==> src/rtl/mw_pipe_stage.sv <==
// -----------------------------------------------------------------------------
// mw_pipe_stage
// Pipeline stage register with a per-entry valid bit, a valid/ready handshake
// and a 2-entry skid buffer (main M + skid S). in_ready comes straight from a
// flop, so out_ready never reaches in_ready combinationally. Flush kills both
// entries and turns them into bubbles. Used at the F/D, D/E, E/M and M/W
// boundaries.
//
// Ports
//   clk        in   rising-edge clock
//   reset      in   synchronous, active-high reset
//   flush      in   synchronous kill of both stored entries
//   in_valid   in   upstream presents an entry
//   in_ready   out  stage can accept (registered, equals ~S.valid)
//   in_ctrl    in   upstream control bits [CTRL_W]
//   in_data    in   upstream payload [DATA_W]
//   in_pc      in   upstream PC [PC_W]
//   out_valid  out  main register holds a live entry
//   out_ready  in   downstream accepts
//   out_ctrl   out  control bits, all-zero whenever out_valid=0
//   out_data   out  payload (don't-care when out_valid=0)
//   out_pc     out  PC (don't-care when out_valid=0)
// -----------------------------------------------------------------------------
module mw_pipe_stage #(
    parameter int unsigned          CTRL_W   = 4,
    parameter int unsigned          DATA_W   = 69,
    parameter int unsigned          PC_W     = 32,
    parameter logic [PC_W-1:0]      RESET_PC = PC_W'(32'h0000_3000)
) (
    input  logic              clk,
    input  logic              reset,
    input  logic              flush,

    input  logic              in_valid,
    output logic              in_ready,
    input  logic [CTRL_W-1:0] in_ctrl,
    input  logic [DATA_W-1:0] in_data,
    input  logic [PC_W-1:0]   in_pc,

    output logic              out_valid,
    input  logic              out_ready,
    output logic [CTRL_W-1:0] out_ctrl,
    output logic [DATA_W-1:0] out_data,
    output logic [PC_W-1:0]   out_pc
);

    // One stored pipeline entry.
    typedef struct packed {
        logic              valid;
        logic [CTRL_W-1:0] ctrl;
        logic [DATA_W-1:0] data;
        logic [PC_W-1:0]   pc;
    } entry_t;

    entry_t m_q, m_d;
    entry_t s_q, s_d;
    entry_t in_entry_c;
    logic   in_ready_q, in_ready_d;
    logic   xfer_in_c;
    logic   xfer_out_c;

    // Handshake qualifiers.
    assign xfer_in_c  = in_valid & in_ready_q;
    assign xfer_out_c = m_q.valid & out_ready;

    // Incoming entry as it would be stored.
    assign in_entry_c = '{valid: 1'b1, ctrl: in_ctrl, data: in_data, pc: in_pc};

    // Next-state for M, S and in_ready.
    always_comb begin
        m_d = m_q;
        s_d = s_q;

        if (flush) begin
            // Entries become bubbles; data/pc keep their last values.
            m_d.valid = 1'b0;
            m_d.ctrl  = '0;
            s_d.valid = 1'b0;
            s_d.ctrl  = '0;
        end else if (!m_q.valid || xfer_out_c) begin
            if (s_q.valid) begin
                // Skid drains first to keep FIFO order.
                m_d       = s_q;
                s_d.valid = 1'b0;
                if (xfer_in_c) begin
                    s_d = in_entry_c;
                end
            end else if (xfer_in_c) begin
                m_d = in_entry_c;
            end else begin
                m_d.valid = 1'b0;
                m_d.ctrl  = '0;
            end
        end else if (xfer_in_c) begin
            // M is stalled: the one extra entry parks in S.
            s_d = in_entry_c;
        end

        in_ready_d = ~s_d.valid;
    end

    // State registers.
    always_ff @(posedge clk) begin
        if (reset) begin
            m_q        <= '{valid: 1'b0, ctrl: '0, data: '0, pc: RESET_PC};
            s_q        <= '{valid: 1'b0, ctrl: '0, data: '0, pc: RESET_PC};
            in_ready_q <= 1'b1;
        end else begin
            m_q        <= m_d;
            s_q        <= s_d;
            in_ready_q <= in_ready_d;
        end
    end

    // Outputs come from M only; ctrl is masked so a bubble never writes.
    assign in_ready  = in_ready_q;
    assign out_valid = m_q.valid;
    assign out_ctrl  = m_q.ctrl & {CTRL_W{m_q.valid}};
    assign out_data  = m_q.data;
    assign out_pc    = m_q.pc;

    // Structural invariants of the skid pair.
    a_skid_implies_main: assert property (@(posedge clk) disable iff (reset)
        s_q.valid |-> m_q.valid);
    a_ready_tracks_skid: assert property (@(posedge clk) disable iff (reset)
        in_ready_q == ~s_q.valid);

endmodule

==> config.mk <==
export PLATFORM = sky130hd
export DESIGN_NAME = mw_pipe_stage
export DESIGN_NICKNAME = d
export VERILOG_FILES = /design/src/rtl/mw_pipe_stage.sv
export SDC_FILE = /design/constraint.sdc
export NUM_CORES = 1
export LEC_CHECK = 0
export BUFFER_PORTS_ARGS = -buffer_cell sky130_fd_sc_hd__buf_2
export CAP_MARGIN = 20
export CORE_MARGIN = 1
export CORE_UTILIZATION = 50
export CTS_CLUSTER_DIAMETER = 200
export DETAILED_ROUTE_END_ITERATION = 7
export PLACE_DENSITY = 0.73
export SLEW_MARGIN = 30
export SYNTH_ARGS = -nofsm -noshare
export SYNTH_HDL_FRONTEND = slang
export SYNTH_SLANG_ARGS = --single-unit
==> constraint.sdc <==
create_clock -name clk -period 2.3 [get_ports clk]
set_input_delay 0.345 -clock clk [delete_from_list [all_inputs] [get_ports clk]]
set_output_delay 0.345 -clock clk [all_outputs]
set_load 0.03 [all_outputs]
==> results of run 1 <==
-- area by class of cell --
| class | count | area [um^2] | area share |
|---|---|---|---|
| Antenna cell | 1 | 2.50 | 0.000204 |
| Sequential cell | 213 | 4270 | 0.347 |
| Multi-Input combinational cell | 651 | 5120 | 0.417 |
| Inverter | 100 | 375 | 0.0306 |
| Tap cell | 275 | 344 | 0.0280 |
| Clock buffer | 31 | 668 | 0.0544 |
| Clock inverter | 13 | 151 | 0.0123 |
| Timing Repair Buffer | 234 | 1350 | 0.110 |
-- worst max path at each step --
stage                   start            to  slack, ps  cells past startpoint
floorplan            in_ready  out_data[51]        630                      5
detailed placement  out_ready       s_q[92]        380                      6
finish              out_valid       s_q[92]        450                      5
global placement    out_ready       s_q[96]        450                      6
CTS                 out_valid       s_q[92]        430                      5
global route        out_valid       s_q[89]        280                      5
-- metal layers --
metal  track usage  up-vias  routed length, um
met5             0        -                 11
met3        0.0452       28               1320
met1         0.290     3708              11400
met2         0.347      188              11100
met4        0.0485        2                403
li1              -     4006                  -
-- kinds of logic after synthesis --
group,count (synthesis),share of synthesized area
AOI/OAI and AO/OA,114,0.0799
adders and majority gates,1,0.000909
buffers and inverters,303,0.151
DFF,213,0.387
muxes,206,0.198
and+or+nand+nor,330,0.183
-- registers in the layout, summed over array words and instances, names as in the netlist --
name,count
m_q,4
in_ready,1
out_valid,1
s_q,106
out_data,69
out_pc,32
-- metrics by stage --
| step | hold slack (ps) | instance area, um^2 | utilization | cells |
|---|---|---|---|---|
| 6_report | 93.5 | 12300 | 0.577 | 1518 |
| 5_1_grt | 87.1 | 12300 | 0.577 | 1518 |
| 4_1_cts | 79.1 | 12300 | 0.577 | 1517 |
| 3_5_place_dp | 441 | 11500 | 0.538 | 1473 |
| 3_3_place_gp | 440 | 11500 | 0.538 | 1473 |
| 2_1_floorplan | 434 | 11000 | - | 1167 |
-- power breakdown --
| part | leakage [nW] | switching (W) | total, W | internal (W) |
|---|---|---|---|---|
| clock | 0.403 | 0.00155 | 0.00395 | 0.00240 |
| sequential | 1.74 | 0.0000738 | 0.00391 | 0.00384 |
| combinational | 2.55 | 0.000711 | 0.00114 | 0.000428 |
-- placed cells by master (no fill, tap or decap), types with 2 or more instances in the layout --
cell type,n
a211oi_1,94
a211oi_2,7
a21oi_1,3
a221oi_1,3
and2_1,8
buf_12,10
buf_2,214
buf_4,9
bufinv_16,3
clkbuf_1,4
clkbuf_16,25
clkbuf_8,2
clkinv_2,7
clkinvlp_4,2
dfxtp_1,212
inv_1,99
mux2_1,99
mux2i_1,107
nand2_1,10
nand2b_1,199
nor2_1,10
nor4_1,99
o21ai_0,4
-- worst max-delay path, cell delays in order (launching register included) --
cell and delay [ps]:
dfxtp_1 420, nand2b_1 210, a211oi_4 410, buf_12 280, buf_12 210, mux2i_1 210
==> results.py, run 1 <==
metrics = {
    "status": {
        "status": "finished, final reports clean",
    },
    "drt": {
        "first_pass_iters": 4,
        "post_drt_wl_per_cell_um": 15.9,
        "drc": 0,
        "totalWireLength_um": 24200,
        "ant_nets": 0,
        "dr.first_iter.drc_count": 368,
        "vias_per_cell": 5.23,
        "vias": 7932,
    },
    "place": {
        "dpl.hpwl_um": 14500,
        "dp_slack_ps": 384,
        "place.gp.congestion": 0.727,
        "io_buffers": 216,
    },
    "hold_path": {
        "worst_hold_path.endpoint": "s_q[10]",
        "holdCritPathClass": "input pin to flop",
        "min_path_cells": 3,
        "hp-start": "in_pc[10]",
    },
    "critical_path": {
        "endpoint_kind": "flop",
        "start_kind": "flop",
        "critPathMaxFanout": 27,
        "crit_arrival_ps": 2270,
        "rrSetupSlack_ps": 450,
        "r2r_start": "out_valid",
        "r2r_end": "s_q[92]",
        "rr_worst_depth": 5,
        "crit_type": "flop to flop",
        "critPathRequiredTime_ps": 2720,
    },
    "clock_network": {
        "h-tree-depth": 1,
        "clkTransAtPathRegs_ps": 60,
        "clockBufferDepth": 3,
        "cts-root-buf": "clkbuf_16",
        "cts_resized": 0,
        "hold_buffers": 0,
        "cts_buffers": 24,
        "cts_sinks": 213,
        "cts_setup_buffers": 0,
        "clk_latency_ps": 510,
        "cts_tree": "done",
    },
    "timing": {
        "min_period_over_period": 0.805,
        "fin_crit_ps": 1850,
        "slew_headroom": 0.456,
        "rsz0062_at_grt": "false",
        "slew_viol_final": 0,
        "clock_skew_ps": 21.0,
        "timing.final.ws_setup_ps": 448,
        "max_freq_ghz": 0.540,
        "tightest_slew_ps": 816,
        "setup_viol": 0,
        "setup_tns_ps": 0,
        "hold_viol": 0,
    },
    "flow_run": {
        "cap_violations": 0,
    },
    "floorplan": {
        "die_area_mm2": 0.0226,
        "dieHeight_um": 150,
        "die_width_um": 150,
        "core_mm2": 0.0213,
        "num_io_pins": 217,
        "fp-row-count": 53,
        "initial_core_util": 0.517,
    },
    "global_routing": {
        "grt-ovfl-total": 0,
        "antenna_found_initial": 3,
        "grt.total_usage": 0.214,
        "first_global_vias": 7692,
        "grt_pass1_wl_um": 39300,
        "grt_max_degree": 115,
    },
    "power": {
        "ir_worst_vdd_v": 0.000439,
        "p_total_w": 0.00900,
        "power.density_mw_per_mm2": 733,
        "p_leak_nw": 4.69,
    },
    "synth": {
        "synth.top_cells.by_area": "dfxtp_1, nand2b_1, mux2_1",
        "yosysTopAreaCell": "dfxtp_1",
        "synth_top_area_share": 0.387,
        "yosysSeqAreaShare": 0.387,
        "synth.most_common_cell": "dfxtp_1",
        "synth_edf_count": 0,
        "syn_avg_cell_area_um2": 9.44,
        "ys_warn_count": 0,
        "postSynthCellCount": 1167,
        "synth_cell_types": 26,
        "synth_seq_cells": 213,
        "syn_nets": 1277,
        "synth.top_cells.by_count": "dfxtp_1, nand2b_1, buf_4, mux2i_1",
        "ys.flop_type": "dfxtp_1",
        "synthArstFlopShare": 0,
        "netlist_area_mm2": 0.0110,
    },
    "cells_and_area": {
        "num-nets-final": 1334,
        "drive_gt1_frac": 0.231,
        "nFillCells": 1840,
        "area_growth_pct": 11.5,
    },
}
No activity file was read; power rests on OpenSTA's default activity.
==> inputs of run 2 (changes only) <==
==> constraint.sdc (replaced) <==
create_clock -name clk -period 1.88 [get_ports clk]
set_input_delay 0.282 -clock clk [delete_from_list [all_inputs] [get_ports clk]]
set_output_delay 0.282 -clock clk [all_outputs]
set_load 0.03 [all_outputs]
==> results.py, run 2 (synthesized netlist as in run 1, its figures left out) <==
metrics = {
    "drt": {
        "totalWireLength_um": 24700,
        "vias": 8091,
        "dr.first_iter.drc_count": 352,
        "drc": 0,
        "post_drt_wl_per_cell_um": 16.3,
        "ant_nets": 0,
        "vias_per_cell": 5.32,
        "first_pass_iters": 6,
    },
    "critical_path": {
        "critPathMaxStageDelay_ps": 460,
        "crit_end": "s_q[84]",
        "crit_type": "flop to flop",
        "path_depth": 4,
        "r2r_end": "s_q[84]",
        "critPathMaxFanout": 34,
        "crit_buf_inv": 1,
        "endpoint_kind": "flop",
        "r2r_start": "out_valid",
        "critPathRequiredTime_ps": 2310,
        "cp_slowest_cell": "a211oi_4",
        "rrSetupSlack_ps": 160,
        "cp_cell_sequence": "nand2b_1 > a211oi_4 > buf_12 > mux2i_1",
        "crit_start": "out_valid",
        "critical-path-top-delay-family": "compound AO/OA/AOI/OAI gates",
        "rr_worst_depth": 4,
        "crit_arrival_ps": 2140,
        "start_kind": "flop",
    },
    "cells_and_area": {
        "num-nets-final": 1339,
        "largest_register": "s_q",
        "area_growth_pct": 12.1,
        "mostFrequentLayoutCell": "buf_2",
        "drive_gt1_frac": 0.231,
        "mostFrequentLayoutCells": "buf_2, dfxtp_1, nand2b_1, mux2i_1",
        "largest_reg_flops": 106,
        "final_area_mm2": 0.0123,
    },
    "clock_network": {
        "cts_buffers": 24,
        "clk_latency_ps": 500,
        "clkTransAtPathRegs_ps": 60,
        "cts_setup_buffers": 0,
        "cts-root-buf": "clkbuf_16",
        "hold_buffers": 0,
        "clockBufferDepth": 3,
        "cts_resized": 0,
        "h-tree-depth": 1,
        "cts_sinks": 213,
        "cts_tree": "done",
    },
    "power": {
        "power.density_mw_per_mm2": 898,
        "ir_worst_vdd_v": 0.000765,
        "p_leak_nw": 4.72,
    },
    "global_routing": {
        "grt_pass1_wl_um": 39800,
        "grt.met1_usage": 0.281,
        "busiest_layer": "met2",
        "antenna_found_initial": 3,
        "first_global_vias": 7775,
        "grt_max_degree": 106,
        "grtUsageMet2": 0.360,
        "grt_use_met3": 0.0485,
        "grt-ovfl-total": 0,
        "grt.total_usage": 0.217,
    },
    "place": {
        "io_buffers": 216,
        "dpl.hpwl_um": 15300,
        "place.gp.congestion": 0.735,
        "place_area_mm2": 0.0115,
    },
    "timing": {
        "setup_tns_ps": 0,
        "slew_headroom": 0.584,
        "rsz0062_at_grt": "false",
        "clock_skew_ps": 8.50,
        "hold_viol": 0,
        "tightest_slew_ps": 624,
        "max_freq_ghz": 0.583,
        "fin_crit_ps": 1720,
        "min_period_over_period": 0.912,
        "setup_viol": 0,
        "slew_viol_final": 0,
    },
    "floorplan": {
        "die_width_um": 150,
        "fp-row-count": 53,
        "dieHeight_um": 150,
        "die_area_mm2": 0.0226,
        "core_mm2": 0.0213,
        "initial_core_util": 0.517,
        "num_io_pins": 217,
    },
    "status": {
        "status": "finished, final reports clean",
    },
    "hold_path": {
        "hp-start": "in_data[45]",
        "holdCritPathClass": "input pin to flop",
    },
    "flow_run": {
        "cap_violations": 0,
    },
}
==> run 2: cell types whose count changed in the layout (fill, tap and decap cells not counted), sizes merged, moves of 2 or more <==
cell | before | now
clkinvlp | 2 | 0
buf | 234 | 239
clkbuf | 31 | 34
clkinv | 7 | 4
==> run 2: final cells by class <==
cell class	count	area, um^2
clock inverter	8	140
antenna	2	5.00
clock buffer	34	679
tap	275	344
fill	1876	8940
timing repair buffer	239	1410
multi-input combinational	651	5120
sequential	213	4270
inverter	100	375
==> run 2: per-stage QoR <==
step	cells	setup WS [ps]	total power, W	utilization	hold slack, ps
finish	1522	165	0.0111	0.580	41.9
global route	1521	27.4	0.0115	0.580	32.1
CTS	1520	146	0.0112	0.580	21.5
detailed placement	1478	96.8	0.00630	0.541	437
global placement	1478	142	0.00627	0.541	436
floorplan	1167	211	0.00605	-	424
==> run 2: worst min-delay path by stage <==
stage,end,slack [ps],depth (start not counted)
2_1_floorplan,s_q[101],420,2
3_3_place_gp,out_pc[6],440,2
3_5_place_dp,out_pc[15],440,2
4_1_cts,s_q[77],20,3
5_1_grt,s_q[102],30,3
6_report,s_q[77],40,3
==> run 2: worst reg2reg max path: cells and delay by family, from the launching register on <==
| family | cells | cell delay, ps |
|---|---|---|
| flip-flops | 1 | 410 |
| multiplexers | 1 | 260 |
| AO/OA/AOI/OAI | 1 | 470 |
| AND/OR/NAND/NOR | 1 | 200 |
| buffers and inverters | 1 | 310 |
==> run 2: per-layer routing <==
| layer | part of all wire | wire, um | up-vias |
|---|---|---|---|
| li1 | - | - | 4018 |
| met1 | 0.46 | 11500 | 3831 |
| met4 | 0.020 | 505 | 4 |
| met2 | 0.46 | 11300 | 198 |
| met5 | 0.0011 | 27 | - |
| met3 | 0.057 | 1410 | 40 |
==> run 2: power breakdown <==
part	leakage, nW	internal, W	total, W	switching [W]
clock network	0.403	0.00305	0.00488	0.00183
registers	1.74	0.00469	0.00479	0.0000914
logic	2.58	0.000539	0.00142	0.000878
total	4.72	0.00828	0.0111	0.00280
==> inputs of run 3 (changes only) <==
--- a/config.mk
+++ b/config.mk
@@ -7,11 +7,12 @@
 export LEC_CHECK = 0
 export BUFFER_PORTS_ARGS = -buffer_cell sky130_fd_sc_hd__buf_2
 export CAP_MARGIN = 20
-export CORE_MARGIN = 1
+export CORE_MARGIN = 8
 export CORE_UTILIZATION = 50
 export CTS_CLUSTER_DIAMETER = 200
 export DETAILED_ROUTE_END_ITERATION = 7
 export PLACE_DENSITY = 0.73
+export REMOVE_ABC_BUFFERS = 1
 export SLEW_MARGIN = 30
 export SYNTH_ARGS = -nofsm -noshare
 export SYNTH_HDL_FRONTEND = slang
==> results.py, run 3 (synthesized netlist as in run 1, its figures left out) <==
metrics = {
    "timing": {
        "hold_viol": 0,
        "clock_skew_ps": 7.91,
        "slew_headroom": 0.464,
        "tightest_slew_ps": 802,
        "setup_viol": 0,
        "fin_crit_ps": 1660,
        "max_freq_ghz": 0.603,
        "slew_viol_final": 0,
        "min_period_over_period": 0.882,
        "rsz0062_at_grt": "false",
    },
    "cells_and_area": {
        "fin_cells": 1529,
        "mostFrequentLayoutCells": "buf_2, dfxtp_1, nand2b_1, mux2i_1",
        "largest_reg_flops": 106,
        "mostFrequentLayoutCell": "buf_2",
        "largest_register": "s_q",
        "area_growth_pct": 12.0,
        "num-nets-final": 1341,
        "final_util": 0.567,
        "drive_gt1_frac": 0.236,
    },
    "power": {
        "pwr-share-seq": 0.444,
        "p_leak_nw": 4.73,
        "swShare": 0.262,
        "p_sw_w": 0.00283,
        "p_int_w": 0.00796,
        "clkPwrFrac": 0.424,
        "power.density_mw_per_mm2": 875,
        "ir_worst_vdd_v": 0.000508,
        "combPwrFrac": 0.132,
    },
    "floorplan": {
        "num_io_pins": 217,
        "die_area_mm2": 0.0270,
        "initial_core_util": 0.506,
        "core_mm2": 0.0218,
        "die_width_um": 164,
        "dieHeight_um": 164,
        "fp-row-count": 54,
    },
    "critical_path": {
        "rrSetupSlack_ps": 220,
        "crit_type": "flop to flop",
        "start_kind": "flop",
        "r2r_end": "out_data[33]",
        "crit_end": "out_data[33]",
        "rr_worst_depth": 5,
        "critPathMaxFanout": 32,
        "endpoint_kind": "flop",
        "crit_arrival_ps": 2020,
        "crit_start": "s_q[105]",
        "critPathRequiredTime_ps": 2240,
        "r2r_start": "s_q[105]",
    },
    "clock_network": {
        "clockBufferDepth": 3,
        "clkTransAtPathRegs_ps": 60,
        "cts-root-buf": "clkbuf_16",
        "cts_setup_buffers": 0,
        "cts_resized": 0,
        "h-tree-depth": 1,
        "cts_tree": "done",
        "clk_latency_ps": 500,
        "cts_sinks": 213,
        "cts_buffers": 23,
        "hold_buffers": 0,
    },
    "drt": {
        "wl_met2_um": 12200,
        "post_drt_wl_per_cell_um": 16.8,
        "totalWireLength_um": 25600,
        "wl_met3_um": 1590,
        "dr.first_iter.drc_count": 548,
        "vias_per_cell": 5.27,
        "drt-met1-wl_um": 11500,
        "vias": 8064,
        "first_pass_iters": 5,
        "ant_nets": 0,
        "drc": 0,
        "top_layer_used": "met5",
    },
    "global_routing": {
        "first_global_vias": 8318,
        "grt-ovfl-total": 0,
        "grt_pass1_wl_um": 41700,
        "antenna_found_initial": 3,
        "grt.total_usage": 0.183,
        "grt_max_degree": 156,
    },
    "place": {
        "dpl.hpwl_um": 16500,
        "place.gp.congestion": 0.740,
        "io_buffers": 216,
        "place_inst": 1486,
    },
    "flow_run": {
        "cap_violations": 0,
    },
    "status": {
        "status": "finished, final reports clean",
    },
    "hold_path": {
        "holdCritPathClass": "input pin to flop",
    },
}
-- run 3: cell types whose count changed in the layout (fill, tap and decap cells not counted), moves of 2 or more --
cell	previous run	this run
clkbuf_1	7	3
clkbuf_8	2	5
clkinv_2	4	7
buf_4	12	14
bufinv_16	4	2
clkbuf_16	25	23
-- run 3: area by class of cell --
type | count | area, um^2
Antenna cell | 1 | 2.50
Inverter | 100 | 375
Sequential cell | 213 | 4270
Clock inverter | 11 | 113
Tap cell | 280 | 350
Timing Repair Buffer | 242 | 1450
Fill cell | 1921 | 9420
Multi-Input combinational cell | 651 | 5120
Clock buffer | 31 | 656
-- run 3: how the worst min path moves through the flow --
stage / start / endpoint / slack, ps / cells past startpoint
4_1_cts: in_ctrl[3] / s_q[104] / 10 / 3
2_1_floorplan: reset / out_data[36] / 350 / 1
5_1_grt: in_data[20] / s_q[52] / 30 / 3
3_3_place_gp: out_pc[0] / out_pc[0] / 440 / 2
3_5_place_dp: out_data[2] / out_data[2] / 440 / 2
6_report: in_ctrl[3] / s_q[104] / 40 / 3
-- run 3: power groups by stage --
| stage | combinational (W) | sequential, W | clock (W) |
|---|---|---|---|
| floorplan | 0.000542 | 0.00519 | 0 |
| detailed placement | 0.00143 | 0.00489 | 0 |
| global placement | 0.00141 | 0.00488 | 0 |
| finish | 0.00143 | 0.00479 | 0.00457 |
| CTS | 0.00144 | 0.00479 | 0.00471 |
| global route | 0.00155 | 0.00481 | 0.00487 |
-- run 3: stage by stage --
step	total power (W)	TNS [ps]	worst slack, ps	instance area, um^2	hold slack [ps]
after floorplan	0.00573	-1751370	-12330	9730	347
after global placement	0.00630	0	222	11600	440
after detailed placement	0.00632	0	186	11600	443
after CTS	0.0109	0	208	12300	10.8
after global routing	0.0112	0	88.6	12300	34.5
final	0.0108	0	221	12300	40.4
-- run 3: per-layer routing --
metal	GRT usage	up-vias
li1	-	4020
met1	0.232	3813
met2	0.315	196
met3	0.0376	31
met4	0.0422	4
met5	0	-
-- run 3: critical path, stage by stage, from the launching register on --
cell and delay [ps]:
dfxtp_4 450, buf_12 240, buf_4 210, mux2_1 330, nor4_1 200, a211oi_1 80
